==> config.mk <==
export PLATFORM = sky130hd
export DESIGN_NAME = ram_port_scheduler
export DESIGN_NICKNAME = d
export VERILOG_FILES = /design/src/rtl/ram_port_scheduler.sv
export SDC_FILE = /design/constraint.sdc
export NUM_CORES = 1
export LEC_CHECK = 0
export BUFFER_PORTS_ARGS = -buffer_cell sky130_fd_sc_hd__buf_2
export CAP_MARGIN = 15
export CORE_AREA = 4 4 146 148
export DETAILED_ROUTE_END_ITERATION = 10
export DIE_AREA = 0 0 150 152
export GPL_ROUTABILITY_DRIVEN = 0
export GPL_TIMING_DRIVEN = 0
export MAX_ROUTING_LAYER = met4
export PLACE_DENSITY = 0.75
export SLEW_MARGIN = 30
export SYNTH_ARGS = -nofsm -noshare
export SYNTH_HDL_FRONTEND = slang
export SYNTH_SLANG_ARGS = --single-unit
==> constraint.sdc <==
create_clock -name clk -period 4.3 [get_ports clk]
set_input_delay 0.215 -clock clk [delete_from_list [all_inputs] [get_ports clk]]
set_output_delay 0.215 -clock clk [all_outputs]
set_load 0.01 [all_outputs]
==> src/rtl/ram_port_scheduler.sv <==
// Arbitrates the single data-RAM port between core and DMA. Core has priority, with a starvation override. Request to x_valid takes 2 cycles plus RAM latency.
// Readies drop outside IDLE or while d_mem_ready=0. RAM_SCHED_TIMEOUT_EN adds a wait-cycle abort that pulses sched_error.
module ram_port_scheduler #(
  parameter int DATA_WIDTH   = 32,
  parameter int ADDRESS_BITS = 32,
  parameter int STARVE_LIMIT = 4
`ifdef RAM_SCHED_TIMEOUT_EN
  , parameter int TIMEOUT    = 255
`endif
) (
  input  logic                      clk,
  input  logic                      reset_n,
  input  logic                      core_read,
  input  logic                      core_write,
  input  logic [DATA_WIDTH/8-1:0]   core_byte_en,
  input  logic [ADDRESS_BITS-1:0]   core_address,
  input  logic [DATA_WIDTH-1:0]     core_wdata,
  output logic [DATA_WIDTH-1:0]     core_rdata,
  output logic [ADDRESS_BITS-1:0]   core_address_out,
  output logic                      core_valid,
  output logic                      core_ready,
  input  logic                      dma_read,
  input  logic                      dma_write,
  input  logic [DATA_WIDTH/8-1:0]   dma_wstrb,
  input  logic [ADDRESS_BITS-1:0]   dma_address,
  input  logic [DATA_WIDTH-1:0]     dma_wdata,
  output logic [DATA_WIDTH-1:0]     dma_rdata,
  output logic                      dma_valid,
  output logic                      dma_ready,
  output logic                      d_mem_read,
  output logic                      d_mem_write,
  output logic [DATA_WIDTH/8-1:0]   d_mem_byte_en,
  output logic [ADDRESS_BITS-1:0]   d_mem_address_in,
  output logic [DATA_WIDTH-1:0]     d_mem_data_in,
  input  logic [DATA_WIDTH-1:0]     d_mem_data_out,
  input  logic [ADDRESS_BITS-1:0]   d_mem_address_out,
  input  logic                      d_mem_valid,
  input  logic                      d_mem_ready,
  output logic                      sched_error
);

  localparam logic [3:0] STARVE_LIM = 4'(STARVE_LIMIT);

  typedef enum logic [2:0] {
    IDLE, ISSUE_CORE, ISSUE_DMA, WAIT_CORE, WAIT_DMA, DONE
  } state_t;

  state_t                    state, state_nxt;
  logic [3:0]                starve_cnt, starve_nxt;
  logic                      grant_core, grant_dma;
  logic                      core_req, dma_req;
  logic                      timeout_hit;
  logic                      req_write;
  logic [ADDRESS_BITS-1:0]   req_addr;
  logic [DATA_WIDTH-1:0]     req_wdata;
  logic [DATA_WIDTH/8-1:0]   req_be;

  assign core_req   = core_read | core_write;
  assign dma_req    = dma_read | dma_write;
  assign core_ready = (state == IDLE) & d_mem_ready;
  assign dma_ready  = (state == IDLE) & d_mem_ready;

  // RAM port is driven purely from the latched request; strobes live only in ISSUE.
  assign d_mem_read       = ((state == ISSUE_CORE) || (state == ISSUE_DMA)) && !req_write;
  assign d_mem_write      = ((state == ISSUE_CORE) || (state == ISSUE_DMA)) && req_write;
  assign d_mem_byte_en    = req_be;
  assign d_mem_address_in = req_addr;
  assign d_mem_data_in    = req_wdata;

  always_comb begin
    state_nxt  = state;
    starve_nxt = starve_cnt;
    grant_core = 1'b0;
    grant_dma  = 1'b0;
    case (state)
      IDLE: begin
        if (d_mem_ready) begin
          if (dma_req && (!core_req || starve_cnt >= STARVE_LIM)) begin
            grant_dma  = 1'b1;
            starve_nxt = 4'd0;
            state_nxt  = ISSUE_DMA;
          end else if (core_req) begin
            grant_core = 1'b1;
            state_nxt  = ISSUE_CORE;
            if (dma_req && starve_cnt != 4'hf) starve_nxt = starve_cnt + 4'd1;
          end
        end
      end
      ISSUE_CORE: state_nxt = WAIT_CORE;
      ISSUE_DMA:  state_nxt = WAIT_DMA;
      WAIT_CORE, WAIT_DMA: begin
        if (d_mem_valid || timeout_hit) state_nxt = DONE;
      end
      // DONE holds off arbitration while x_valid is out, so a strobe still held that cycle is not re-granted.
      DONE:    state_nxt = IDLE;
      default: state_nxt = IDLE;
    endcase
  end

  always_ff @(posedge clk or negedge reset_n) begin
    if (!reset_n) begin
      state            <= IDLE;
      starve_cnt       <= 4'd0;
      req_write        <= 1'b0;
      req_addr         <= '0;
      req_wdata        <= '0;
      req_be           <= '0;
      core_valid       <= 1'b0;
      core_rdata       <= '0;
      core_address_out <= '0;
      dma_valid        <= 1'b0;
      dma_rdata        <= '0;
    end else begin
      state      <= state_nxt;
      starve_cnt <= starve_nxt;
      core_valid <= 1'b0;
      dma_valid  <= 1'b0;
      if (grant_core) begin
        req_write <= core_write & ~core_read;
        req_addr  <= core_address;
        req_wdata <= core_wdata;
        req_be    <= core_byte_en;
      end else if (grant_dma) begin
        req_write <= dma_write & ~dma_read;
        req_addr  <= dma_address;
        req_wdata <= dma_wdata;
        req_be    <= dma_wstrb;
      end
      if (state == WAIT_CORE && (d_mem_valid || timeout_hit)) begin
        core_valid       <= 1'b1;
        core_rdata       <= d_mem_valid ? d_mem_data_out : '0;
        core_address_out <= d_mem_valid ? d_mem_address_out : req_addr;
      end
      if (state == WAIT_DMA && (d_mem_valid || timeout_hit)) begin
        dma_valid <= 1'b1;
        dma_rdata <= d_mem_valid ? d_mem_data_out : '0;
      end
    end
  end

`ifdef RAM_SCHED_TIMEOUT_EN
  localparam logic [7:0] TIMEOUT_LAST = 8'(TIMEOUT - 1);
  logic [7:0] wait_cnt;
  logic       err_q;

  assign timeout_hit = ((state == WAIT_CORE) || (state == WAIT_DMA)) && !d_mem_valid &&
                       (wait_cnt == TIMEOUT_LAST);
  assign sched_error = err_q;

  always_ff @(posedge clk or negedge reset_n) begin
    if (!reset_n) begin
      wait_cnt <= 8'd0;
      err_q    <= 1'b0;
    end else begin
      err_q <= timeout_hit;
      if ((state == WAIT_CORE) || (state == WAIT_DMA)) wait_cnt <= wait_cnt + 8'd1;
      else wait_cnt <= 8'd0;
    end
  end
`else
  assign timeout_hit = 1'b0;
  assign sched_error = 1'b0;
`endif

endmodule

Word-level counts from Yosys, hierarchy flattened

Index checks and enable logic that the tools add are counted.
W data, S select, Z words.

Add/subtract/negate cells: 1
Magnitude comparators: 1
Equal/unequal tests: 8
Mux-type cells: 27
Bitwise logic cells: 7
Reduce and logical (&&, ||, !) cells: 17

Operators with widths:

| operator              | count |
|---|---|
| $mux W32              | 6 |
| $mux W4               | 5 |
| $mux W3               | 4 |
| $pmux W3 S4           | 1 |
| $mux W1               | 11 |
| $eq A3 B2 Y1 const B  | 2 |
| $logic_and A1 B1 Y1   | 6 |
| $reduce_bool A2 Y1    | 3 |
| $add A4 B1 Y4 const B | 1 |
| $ge A4 B3 Y1 const B  | 1 |
| $ne A2 B2 Y1 const B  | 2 |
| $ne A4 B4 Y1 const B  | 1 |
| $reduce_and A4 Y1     | 1 |
| $and A1 B1 Y1         | 3 |
| $eq A3 B1 Y1 const B  | 1 |
| $eq A3 B3 Y1 const B  | 1 |
| $logic_not A3 Y1      | 1 |
| $ne A3 B2 Y1 const B  | 1 |
| $reduce_and A3 Y1     | 1 |
| $logic_not A1 Y1      | 2 |
| $logic_or A1 B1 Y1    | 2 |
| $not A1 Y1            | 2 |
| $or A1 B1 Y1          | 2 |
| $reduce_or A2 Y1      | 1 |

Bits in registers: 174
Bits of input ports: 208
Logic and storage cells: 72

Depth between registers and ports, before layout

Gate-level depths: netlist (run 1).

Depth after elaboration: 9
Mapped depth: 9
Mapped depth without buffers: 5

Least setup slack after synthesis (run 1)

OpenSTA, ideal clock, no wires.

Path type: reg-to-reg
From: reg state[1]
To: reg req_addr[11], in the netlist d_mem_address_in[11]
Arrival time: 1824 ps
Data required time: 4170 ps
Setup slack: 2346 ps
Cell stages (with the launch flop): 10
Buffers on the path: 4
Cell sequence: dfrtp_1 > buf_6 > or4b_4 > buf_6 > clkinv_2 > o211ai_1 > buf_2 > buf_6 > nand2_1 > a31oi_1

Longest elaborated chain between the ends: 3
Elaborated cells on any way between the ends: 5
Classes of those cells: 3 x mux; 2 x reduce/logical

RTL lines:

| what                                                  | line | RTL |
|---|---|---|
| start: declaration                                    | 48   | `state_t state, state_nxt;` |
| start signal: assignment                              | 114  | `state <= state_nxt;` |
| $logic_not A3 Y1 *                                    | 75   | `case (state)` |
| $mux W1                                               | 75   |  |
| $mux W32 / $reduce_bool A2 Y1 (equally long branches) | n/a  |  |
| end signal: assignment                                | 120  | `req_addr <= core_address;` |
| end signal: assignment                                | 125  | `req_addr <= dma_address;` |
| end: declaration                                      | 54   | `logic [ADDRESS_BITS-1:0] req_addr;` |

Every way passes the cells marked *; elsewhere a longest branch is shown, timed or not.
A chain may end at the register's enable or synchronous reset.

Worst setup path in the final report (run 1)

From: reg state[0]
To: reg req_addr[11], in the netlist d_mem_address_in[11]

The elaborated chain is that of the path after synthesis.

==> results of run 1 <==
==> flip-flops by register name, summed over array words and instances, names as in the netlist, 3 cells and up <==
register          flops
core_address_out     32
core_rdata           32
d_mem_address_in     32
d_mem_data_in        32
dma_rdata            32
d_mem_byte_en         4
starve_cnt            4
state                 3
==> worst max-delay path: stages, from the launching register on <==
cell	delay, ns
dfrtp_1	0.36
buf_2	0.15
or4b_4	0.52
buf_6	0.15
clkinv_2	0.08
o211ai_1	0.28
buf_2	0.32
buf_6	0.17
nand2_1	0.08
a31oi_1	0.08
==> power by group through the flow <==
stage / clock network (W) / logic (W) / registers [W]
4_1_cts: 0.00168 / 0.00304 / 0.00285
5_1_grt: 0.00175 / 0.00329 / 0.00294
6_report: 0.00163 / 0.00298 / 0.00285
3_5_place_dp: 0 / 0.00304 / 0.00287
3_3_place_gp: 0 / 0.00297 / 0.00284
2_1_floorplan: 0 / 0.00132 / 0.00322
==> cell usage after synthesis (all sizes together) <==
cell and n:
dfrtp 174, nand2 142, mux2 96, nor2 74, a31oi 69, buf 37
clkbuf 8, a21oi 6, inv 4, nor3 3, o21ai 3, nand3 2
nor2b 2, nor3b 2, a21boi 1, a21o 1, a22o 1, clkinv 1
conb 1, ha 1, o2111ai 1, o211a 1, o211ai 1, o32a 1
or2 1, or4b 1, xnor2 1
==> cell families after synthesis <==
| logic type | Yosys count | synth area share |
|---|---|---|
| DFF | 174 | 0.606 |
| and+or+nand+nor | 227 | 0.123 |
| other | 1 | 0.000522 |
| buffers and inverters | 50 | 0.0409 |
| adders and majority gates | 1 | 0.00174 |
| xor gates and xnor gates | 1 | 0.00122 |
| AOI/OAI and AO/OA | 85 | 0.0763 |
| muxes | 96 | 0.150 |
==> final cells by class <==
cell class	instances	area, sq um
repair buffers	380	1960
flip-flops and latches	174	4350
inverters	5	20.0
plain buffers	45	274
diodes	2	5.00
clock inverters	14	193
multi-input cells	411	2540
fillers	1845	9920
clock buffers	18	439
well taps	270	338
==> layer usage <==
metal | share of wire | vias up | global-route usage
met5 | 0 | - | -
met3 | 0.087 | 32 | 0.0474
li1 | - | 2963 | -
met1 | 0.39 | 2975 | 0.224
met2 | 0.50 | 287 | 0.324
met4 | 0.025 | 0 | 0.0667
==> through the flow <==
stage | instance area, sq um | hold slack (ns) | utilization | total power [W] | std cells
floorplan | 7190 | -0.0806 | - | 0.00454 | 635
global placement | 9410 | 0.447 | 0.470 | 0.00581 | 1282
detailed placement | 9480 | 0.0512 | 0.473 | 0.00591 | 1284
CTS | 10100 | 0.00169 | 0.505 | 0.00757 | 1317
global route | 10100 | 0.00278 | 0.505 | 0.00798 | 1319
finish | 10100 | 0.0276 | 0.505 | 0.00746 | 1319
==> worst min-delay path by stage <==
stage,startpoint,endpoint,slack [ns],cells after the start
finish,d_mem_address_out[8],core_address_out[8]$_DFFE_PN0P_,0.03,2
global route,d_mem_address_out[9],core_address_out[9]$_DFFE_PN0P_,0.003,2
CTS,d_mem_address_out[14],core_address_out[14]$_DFFE_PN0P_,0.002,2
detailed placement,reset_n,core_rdata[6]$_DFFE_PN0P_,0.05,1
global placement,d_mem_address_out[19],core_address_out[19]$_DFFE_PN0P_,0.45,2
floorplan,reset_n,core_address_out[0]$_DFFE_PN0P_,-0.08,0
==> impl_metrics.tcl, run 1 <==
set metrics [dict create \
    vias 6257 \
    combPwrFrac 0.400 \
    power.share.sequential 0.382 \
    fin_nets 1243 \
    layout_common_cells "buf_2 (403), dfrtp_1 (174), nand2_1 (142)" \
    die_area_sq_um 22800 \
    reg2reg_from "state[0]$_DFFE_PN0P_" \
    crit_end "d_mem_address_in[11]$_DFFE_PN0P_" \
    criticalPathCategory "register to register" \
    ant_nets 0 \
    grt_setup_unrepaired "no" \
    die_h_um 152 \
    ff2ff_path_depth 9 \
    netlist_area_sq_um 7190 \
    fmax_ghz 0.432 \
    worst_setup_path_start_kind "register" \
    switchingPower_w 0.00272 \
    finalWorstSetupSlack_ns 1.98 \
    drv_cap 0 \
    totalWireLength_um 21600 \
    startpoint "state[0]$_DFFE_PN0P_" \
    skew_ns 0.0128 \
    synth_top_area_share 0.606 \
    area_growth_pct 40.9 \
    cp.required_ns 4.60 \
    status "finished clean" \
    post-route-min-period_ns 2.32 \
    crit_path_max_fanout 10 \
    grt_start_max_net_pins 82 \
    cts_hold_buf 1 \
    dpl.hpwl_um 17000 \
    end_kind "register" \
    postCtsSetupRepairBufs 0 \
    p_sw_frac 0.364 \
    ctsResizeCount 0 \
    layout_commonest_cell "buf_2" \
    hold_viol 0 \
    timing.slew.headroom 0.559 \
    vias_per_cell 4.74 \
    drc 0 \
    ys_warn_count 0 \
    initial_core_util 0.359 \
    intPower_w 0.00475 \
    wire_per_inst_um 16.3 \
    critical_path_arrival_ns 2.62 \
    report.final.slew_viol_count 0 \
    synth_area_leader_cell "dfrtp_1" \
    clkPwrFrac 0.219 \
    die_width_um 150 \
    drive_above_1_share 0.524 \
    fin_crit_sh 0.539 \
    clock_path_buffers 2 \
    avgSynthCellArea_sq_um 11.3 \
    drt_first_pass_iters 5 \
    io_pins 379 \
    clock-sinks 174 \
    clk_pin_slew_worst_paths_ns 0.08 \
    port_buffers 377 \
    synth.net_count 844 \
    grt.total_usage 0.192 \
    dp_slack_ns 1.98 \
    drtIter0Drc 280 \
    grt_pass1_wl_um 33700 \
    htree_levels 4 \
    p_leak_nw 5.12 \
    rows 52 \
    tns_ns 0 \
    ys_seq_area_frac 0.606 \
    clockRootBuffer "clkbuf_16" \
    core_area_sq_um 20000 \
    cts_buffers 17 \
    setup_viol 0 \
    vdd_ir_drop_max_mv 0.290 \
    ys_seq_elements 174 \
    rrSetupSlack_ns 1.98 \
    cts_tree "yes" \
    clock_latency_ns 0.42 \
    reg2reg_to "d_mem_address_in[11]$_DFFE_PN0P_" \
    synth_cells 635 \
    overflow 0 \
    min_path_type "input port to register" \
    power_density_nw_per_um2 737 \
    synth.distinct_cells 31 \
    worstMarginPinSlew_ns 0.656 \
    antenna_found_initial 2 \
    grt_pass1_vias 6412 \
    synth_area_leaders "dfrtp_1 (61%), mux2_2 (15%), nand2_1 (7.4%), a31oi_1 (6.0%), nor2_1 (3.9%)" \
]
No activity file was read; power rests on OpenSTA's default activity.
==> inputs of run 2 (changes only) <==
PLACE_DENSITY = 0.78   (was 0.75)
clock period = 1.9 ns   (was 4.3 ns; I/O delays follow)
==> run 2 against run 1 <==
Compared with the run above:
- the flow now finishes with violations (negative setup slack)
- via count rose by 23%
- non-clock buffer count grew 222
- combinational power grew to 2.8 times the previous value
- total power rose by 150%
- final area increased by 26%
- clock skew down 0.0012 ns
- clock power grew 110%
- global-route usage is 6.4 points higher
- critical path depth did not move
- largest power group unchanged
- worst setup slack got worse by 2.1 ns
- core utilization up 13 points
==> impl_metrics.tcl, run 2 (synthesis results as in run 1) <==
set metrics [dict create \
    drt-met1-wl_um 10900 \
    end_kind "register" \
    grt_pass1_vias 8343 \
    drc 0 \
    totalWireLength_um 29800 \
    clock-sinks 174 \
    report.final.slew_viol_count 0 \
    port_buffers 377 \
    dp_slack_ns -0.417 \
    drt_first_pass_iters 5 \
    wl_met2_um 15200 \
    die_width_um 150 \
    tns_ns -1.30 \
    wire_per_inst_um 19.3 \
    vias_per_cell 4.99 \
    vias 7705 \
    crit_end "d_mem_address_in[17]$_DFFE_PN0P_" \
    crit_path_max_fanout 6 \
    cts_buffers 17 \
    ant_nets 0 \
    fmax_ghz 0.505 \
    reg2reg_from "state[2]$_DFFE_PN0P_" \
    drtIter0Drc 390 \
    worst_setup_path_start_kind "register" \
    overflow 0 \
    seqCellArea_sq_um 4350 \
    rows 52 \
    criticalPathCategory "register to register" \
    skew_ns 0.0116 \
    post-route-min-period_ns 1.98 \
    rrSetupSlack_ns -0.08 \
    clock_latency_ns 0.42 \
    multi_input_area_sq_um 2710 \
    cts_tree "yes" \
    reg2reg_to "d_mem_address_in[17]$_DFFE_PN0P_" \
    grt_start_max_net_pins 90 \
    topRoutingLayerUsed "met4" \
    fin_crit_sh 1.04 \
    grt_setup_unrepaired "yes" \
    cp.required_ns 2.20 \
    fin_nets 1465 \
    combPwrFrac 0.451 \
    grt.total_usage 0.256 \
    switchingPower_w 0.00706 \
    finalWorstSetupSlack_ns -0.0785 \
    startpoint "state[2]$_DFFE_PN0P_" \
    p_sw_frac 0.384 \
    critical_path_arrival_ns 2.28 \
    met3WireLength_um 2480 \
    p_leak_nw 6.17 \
    power.share.sequential 0.361 \
    fill_cells 1410 \
    vdd_ir_drop_max_mv 0.764 \
    io_pins 379 \
    die_area_sq_um 22800 \
    drv_cap 0 \
    layout_common_cells "buf_2 (379), dlygate4sd3_1 (202), dfrtp_1 (174)" \
    dp.cells 1284 \
    area_growth_pct 77.4 \
    layout_commonest_cell "buf_2" \
    drive_above_1_share 0.488 \
    status "complete, but fails checks" \
    clock_path_buffers 2 \
    fin_cells 1545 \
    timing.slew.headroom 0.582 \
    htree_levels 4 \
    intPower_w 0.0113 \
    min_path_type "input port to async pin" \
    die_h_um 152 \
    power_density_nw_per_um2 1440 \
    worstMarginPinSlew_ns 0.624 \
    clockRootBuffer "clkbuf_16" \
    failed_checks "negative setup slack" \
    hold_viol 0 \
    dpl.hpwl_um 17500 \
    clkPwrFrac 0.188 \
    ff2ff_path_depth 9 \
    antenna_found_initial 6 \
    initial_core_util 0.359 \
    grt_pass1_wl_um 44900 \
    core_area_sq_um 20000 \
    setup_viol 36 \
    clk_pin_slew_worst_paths_ns 0.08 \
]
run 2: changes by cell type in the layout (fill, tap and decap cells not counted), moves of 11 or more:
cell / change
buf_2: -24
buf_4: +24
dlygate4sd3_1: +201
nand2_1: -27
nand2_2: +24
nor2_1: -11
run 2: metrics by stage:
stage	hold slack [ns]	utilization	total power [W]	instance area [sq um]
finish	0.0411	0.636	0.0184	12700
global route	0.0224	0.636	0.0194	12700
CTS	0.00673	0.615	0.0175	12300
detailed placement	-0.118	0.474	0.0134	9490
global placement	0.326	0.470	0.0131	9420
floorplan	-0.201	-	0.0103	7200
run 2: cell type report:
cell class                      instances  area share
Sequential cell                       174       0.342
Clock inverter                         15      0.0135
Multi-Input combinational cell        411       0.213
Buffer                                 42      0.0338
Antenna cell                            6     0.00118
Inverter                                5     0.00187
Timing Repair Buffer                  605       0.335
Tap cell                              270      0.0265
Clock buffer                           17      0.0334
run 2: worst min-delay path by stage:
stage / start / endpoint / slack, ns / depth (start not counted)
2_1_floorplan: reset_n / core_address_out[0]$_DFFE_PN0P_ / -0.20 / 0
3_3_place_gp: d_mem_address_out[6] / core_address_out[6]$_DFFE_PN0P_ / 0.33 / 2
3_5_place_dp: reset_n / d_mem_address_in[15]$_DFFE_PN0P_ / -0.12 / 1
4_1_cts: reset_n / d_mem_address_in[15]$_DFFE_PN0P_ / 0.007 / 2
5_1_grt: reset_n / d_mem_address_in[15]$_DFFE_PN0P_ / 0.02 / 2
6_report: reset_n / d_mem_address_in[15]$_DFFE_PN0P_ / 0.04 / 2
run 2: power by group through the flow:
stage	clock network, W	registers, W	logic, W
CTS	0.00356	0.00645	0.00752
floorplan	0	0.00729	0.00300
global placement	0	0.00640	0.00673
finish	0.00346	0.00664	0.00829
detailed placement	0	0.00650	0.00693
global route	0.00372	0.00681	0.00889
run 2: worst max-delay path, cell delays in order (launching register included):
cell and delay, ns:
dfrtp_1 0.38, buf_6 0.13, or4b_4 0.54, clkinv_4 0.08
o211ai_1 0.10, buf_6 0.18, buf_12 0.15, clkbuf_16 0.16
nand2_1 0.05, a31oi_1 0.09
run 2: repair_timing:
item,4_1_cts,5_1_grt
buffers inserted,9,9
cloned,1,5
hold endpoints to repair,250,0
pin swaps,17,18
endpoints found under the setup margin,155,84
hold buffers,202,0
resized for setup,51,77
run 2: per-layer routing:
metal	global-route usage	vias to the layer above
li1	-	3409
met1	0.291	3684
met2	0.425	514
met3	0.0590	98
met4	0.125	0
met5	-	-
==> inputs of run 3 (changes only) <==
--- a/config.mk
+++ b/config.mk
@@ -8,11 +8,11 @@
 export BUFFER_PORTS_ARGS = -buffer_cell sky130_fd_sc_hd__buf_2
 export CAP_MARGIN = 15
-export CORE_AREA = 4 4 146 148
+export CORE_AREA = 4 4 144 146
 export DETAILED_ROUTE_END_ITERATION = 10
-export DIE_AREA = 0 0 150 152
+export DIE_AREA = 0 0 148 150
 export GPL_ROUTABILITY_DRIVEN = 0
 export GPL_TIMING_DRIVEN = 0
 export MAX_ROUTING_LAYER = met4
-export PLACE_DENSITY = 0.78
+export PLACE_DENSITY = 0.69
 export SLEW_MARGIN = 30
 export SYNTH_ARGS = -nofsm -noshare
==> constraint.sdc (replaced) <==
create_clock -name clk -period 2.1 [get_ports clk]
set_input_delay 0.105 -clock clk [delete_from_list [all_inputs] [get_ports clk]]
set_output_delay 0.105 -clock clk [all_outputs]
set_load 0.05 [all_outputs]
==> run 3 against run 2 <==
Compared with the run above:
- the flow now finishes without violations
- wire length down 3.7%
- non-clock buffer count down 16
- maximum frequency down 5.7%
- register-to-register slack better by 0.08 ns
- worst setup slack better by 0.080 ns
- clock power down 6.6%
- critical path type unchanged
==> impl_metrics.tcl, run 3 (synthesis results as in run 1) <==
set metrics [dict create \
    skew_ns 0.0133 \
    grt_pass1_vias 8024 \
    p_sw_frac 0.525 \
    antenna_cells 0 \
    grt_pass1_wl_um 44000 \
    combPwrFrac 0.564 \
    intPower_w 0.00998 \
    clock-sinks 174 \
    vias_per_cell 4.93 \
    overflow 0 \
    vias 7491 \
    io_pins 379 \
    seqCellArea_sq_um 4360 \
    p_leak_nw 5.99 \
    timing.slew.headroom 0.628 \
    initial_core_util 0.370 \
    port_buffers 377 \
    clockRootBuffer "clkbuf_16" \
    power_density_nw_per_um2 1720 \
    startpoint "state[2]$_DFFE_PN0P_" \
    vdd_ir_drop_max_mv 1.16 \
    setup_viol 0 \
    fill_cells 1451 \
    hold_viol 0 \
    dpl.hpwl_um 17400 \
    area_growth_pct 70.2 \
    clock_latency_ns 0.42 \
    critical_path_arrival_ns 2.42 \
    report.final.slew_viol_count 0 \
    layout_commonest_cell "buf_2" \
    drv_cap 0 \
    criticalPathCategory "register to register" \
    grt_setup_unrepaired "yes" \
    reg2reg_from "state[2]$_DFFE_PN0P_" \
    clkPwrFrac 0.154 \
    rrSetupSlack_ns 0.001 \
    fin_nets 1449 \
    drt_first_pass_iters 5 \
    whs_ns 0.0790 \
    end_kind "register" \
    fmax_ghz 0.477 \
    switchingPower_w 0.0111 \
    worstMarginPinSlew_ns 0.556 \
    multi_input_area_sq_um 2560 \
    power.share.sequential 0.283 \
    status "finished clean" \
    core_area_sq_um 19400 \
    die_width_um 148 \
    clock_path_buffers 2 \
    placed_area_sq_um 9470 \
    ff2ff_path_depth 7 \
    antenna_found_initial 0 \
    cts_buffers 17 \
    reg2reg_to "d_mem_address_in[18]$_DFFE_PN0P_" \
    die_h_um 150 \
    cp.required_ns 2.42 \
    min_path_type "input port to async pin" \
    crit_path_max_fanout 10 \
    drtIter0Drc 407 \
    clk_pin_slew_worst_paths_ns 0.08 \
    grt_start_max_net_pins 89 \
    post-route-min-period_ns 2.10 \
    drc 0 \
    final_area_sq_um 12200 \
    layout_common_cells "buf_2 (391), dlygate4sd3_1 (202), dfrtp_1 (173)" \
    wire_per_inst_um 18.9 \
    dp_slack_ns -0.215 \
    htree_levels 4 \
    drive_above_1_share 0.454 \
    rows 51 \
    cts_tree "yes" \
    totalWireLength_um 28700 \
    worst_setup_path_start_kind "register" \
    tns_ns 0 \
    fin_crit_sh 0.999 \
    finalWorstSetupSlack_ns 0.00147 \
    ant_nets 0 \
    grt.total_usage 0.260 \
    die_area_sq_um 22200 \
]
## run 3: per-layer routing
metal / track usage / vias up / share of wire
met5: - / - / 0
met4: 0.104 / 0 / 0.038
met3: 0.0630 / 86 / 0.083
met2: 0.456 / 439 / 0.51
met1: 0.284 / 3588 / 0.37
li1: - / 3378 / -
## run 3: critical path: stages (launching register included)
cell and delay (ns):
dfrtp_1 0.48, or4b_4 0.58, clkinv_4 0.10, o211a_4 0.22, buf_12 0.15, buf_8 0.14, nand2_1 0.07, a31oi_1 0.25
## run 3: worst max path at each step
| stage | to | slack [ns] | cells past startpoint |
|---|---|---|---|
| 6_report | d_mem_address_in[18]$_DFFE_PN0P_ | 0.001 | 7 |
| 5_1_grt | d_mem_address_in[18]$_DFFE_PN0P_ | -0.04 | 8 |
| 4_1_cts | d_mem_address_in[6]$_DFFE_PN0P_ | 0.0008 | 9 |
| 3_5_place_dp | d_mem_address_in[12]$_DFFE_PN0P_ | -0.21 | 9 |
| 3_3_place_gp | d_mem_data_in[6]$_DFFE_PN0P_ | -1.83 | 1 |
| 2_1_floorplan | d_mem_address_in[11]$_DFFE_PN0P_ | 0.01 | 9 |
## run 3: metrics by stage
step                      power [W]  utilization  cells
after global placement       0.0170        0.485   1277
after global routing         0.0219        0.631   1518
final                        0.0210        0.631   1518
after floorplan              0.0142            -    635
after CTS                    0.0207        0.626   1514
after detailed placement     0.0171        0.488   1279
## run 3: final cells by class
type,instances,area share
Sequential cell,174,0.356
Timing Repair Buffer,589,0.330
Multi-Input combinational cell,411,0.209
Clock buffer,18,0.0359
Tap cell,265,0.0271
Buffer,42,0.0257
Clock inverter,14,0.0138
Inverter,5,0.00194
## run 3: repair_timing
| item | in CTS | in global routing |
|---|---|---|
| buffers inserted | 1 | 7 |
| hold buffers | 202 | 0 |
| pin swaps | 1 | 1 |
| endpoints found under the setup margin | 147 | 63 |
| resized for setup | 17 | 28 |
| hold endpoints to repair | 339 | 0 |
## run 3: power groups by stage
stage,combinational (W),clock [W],sequential [W]
after global placement,0.0112,0,0.00577
after floorplan,0.00281,0,0.0114
after detailed placement,0.0113,0,0.00584
after CTS,0.0117,0.00328,0.00579
final,0.0119,0.00323,0.00594
after global routing,0.0124,0.00342,0.00611
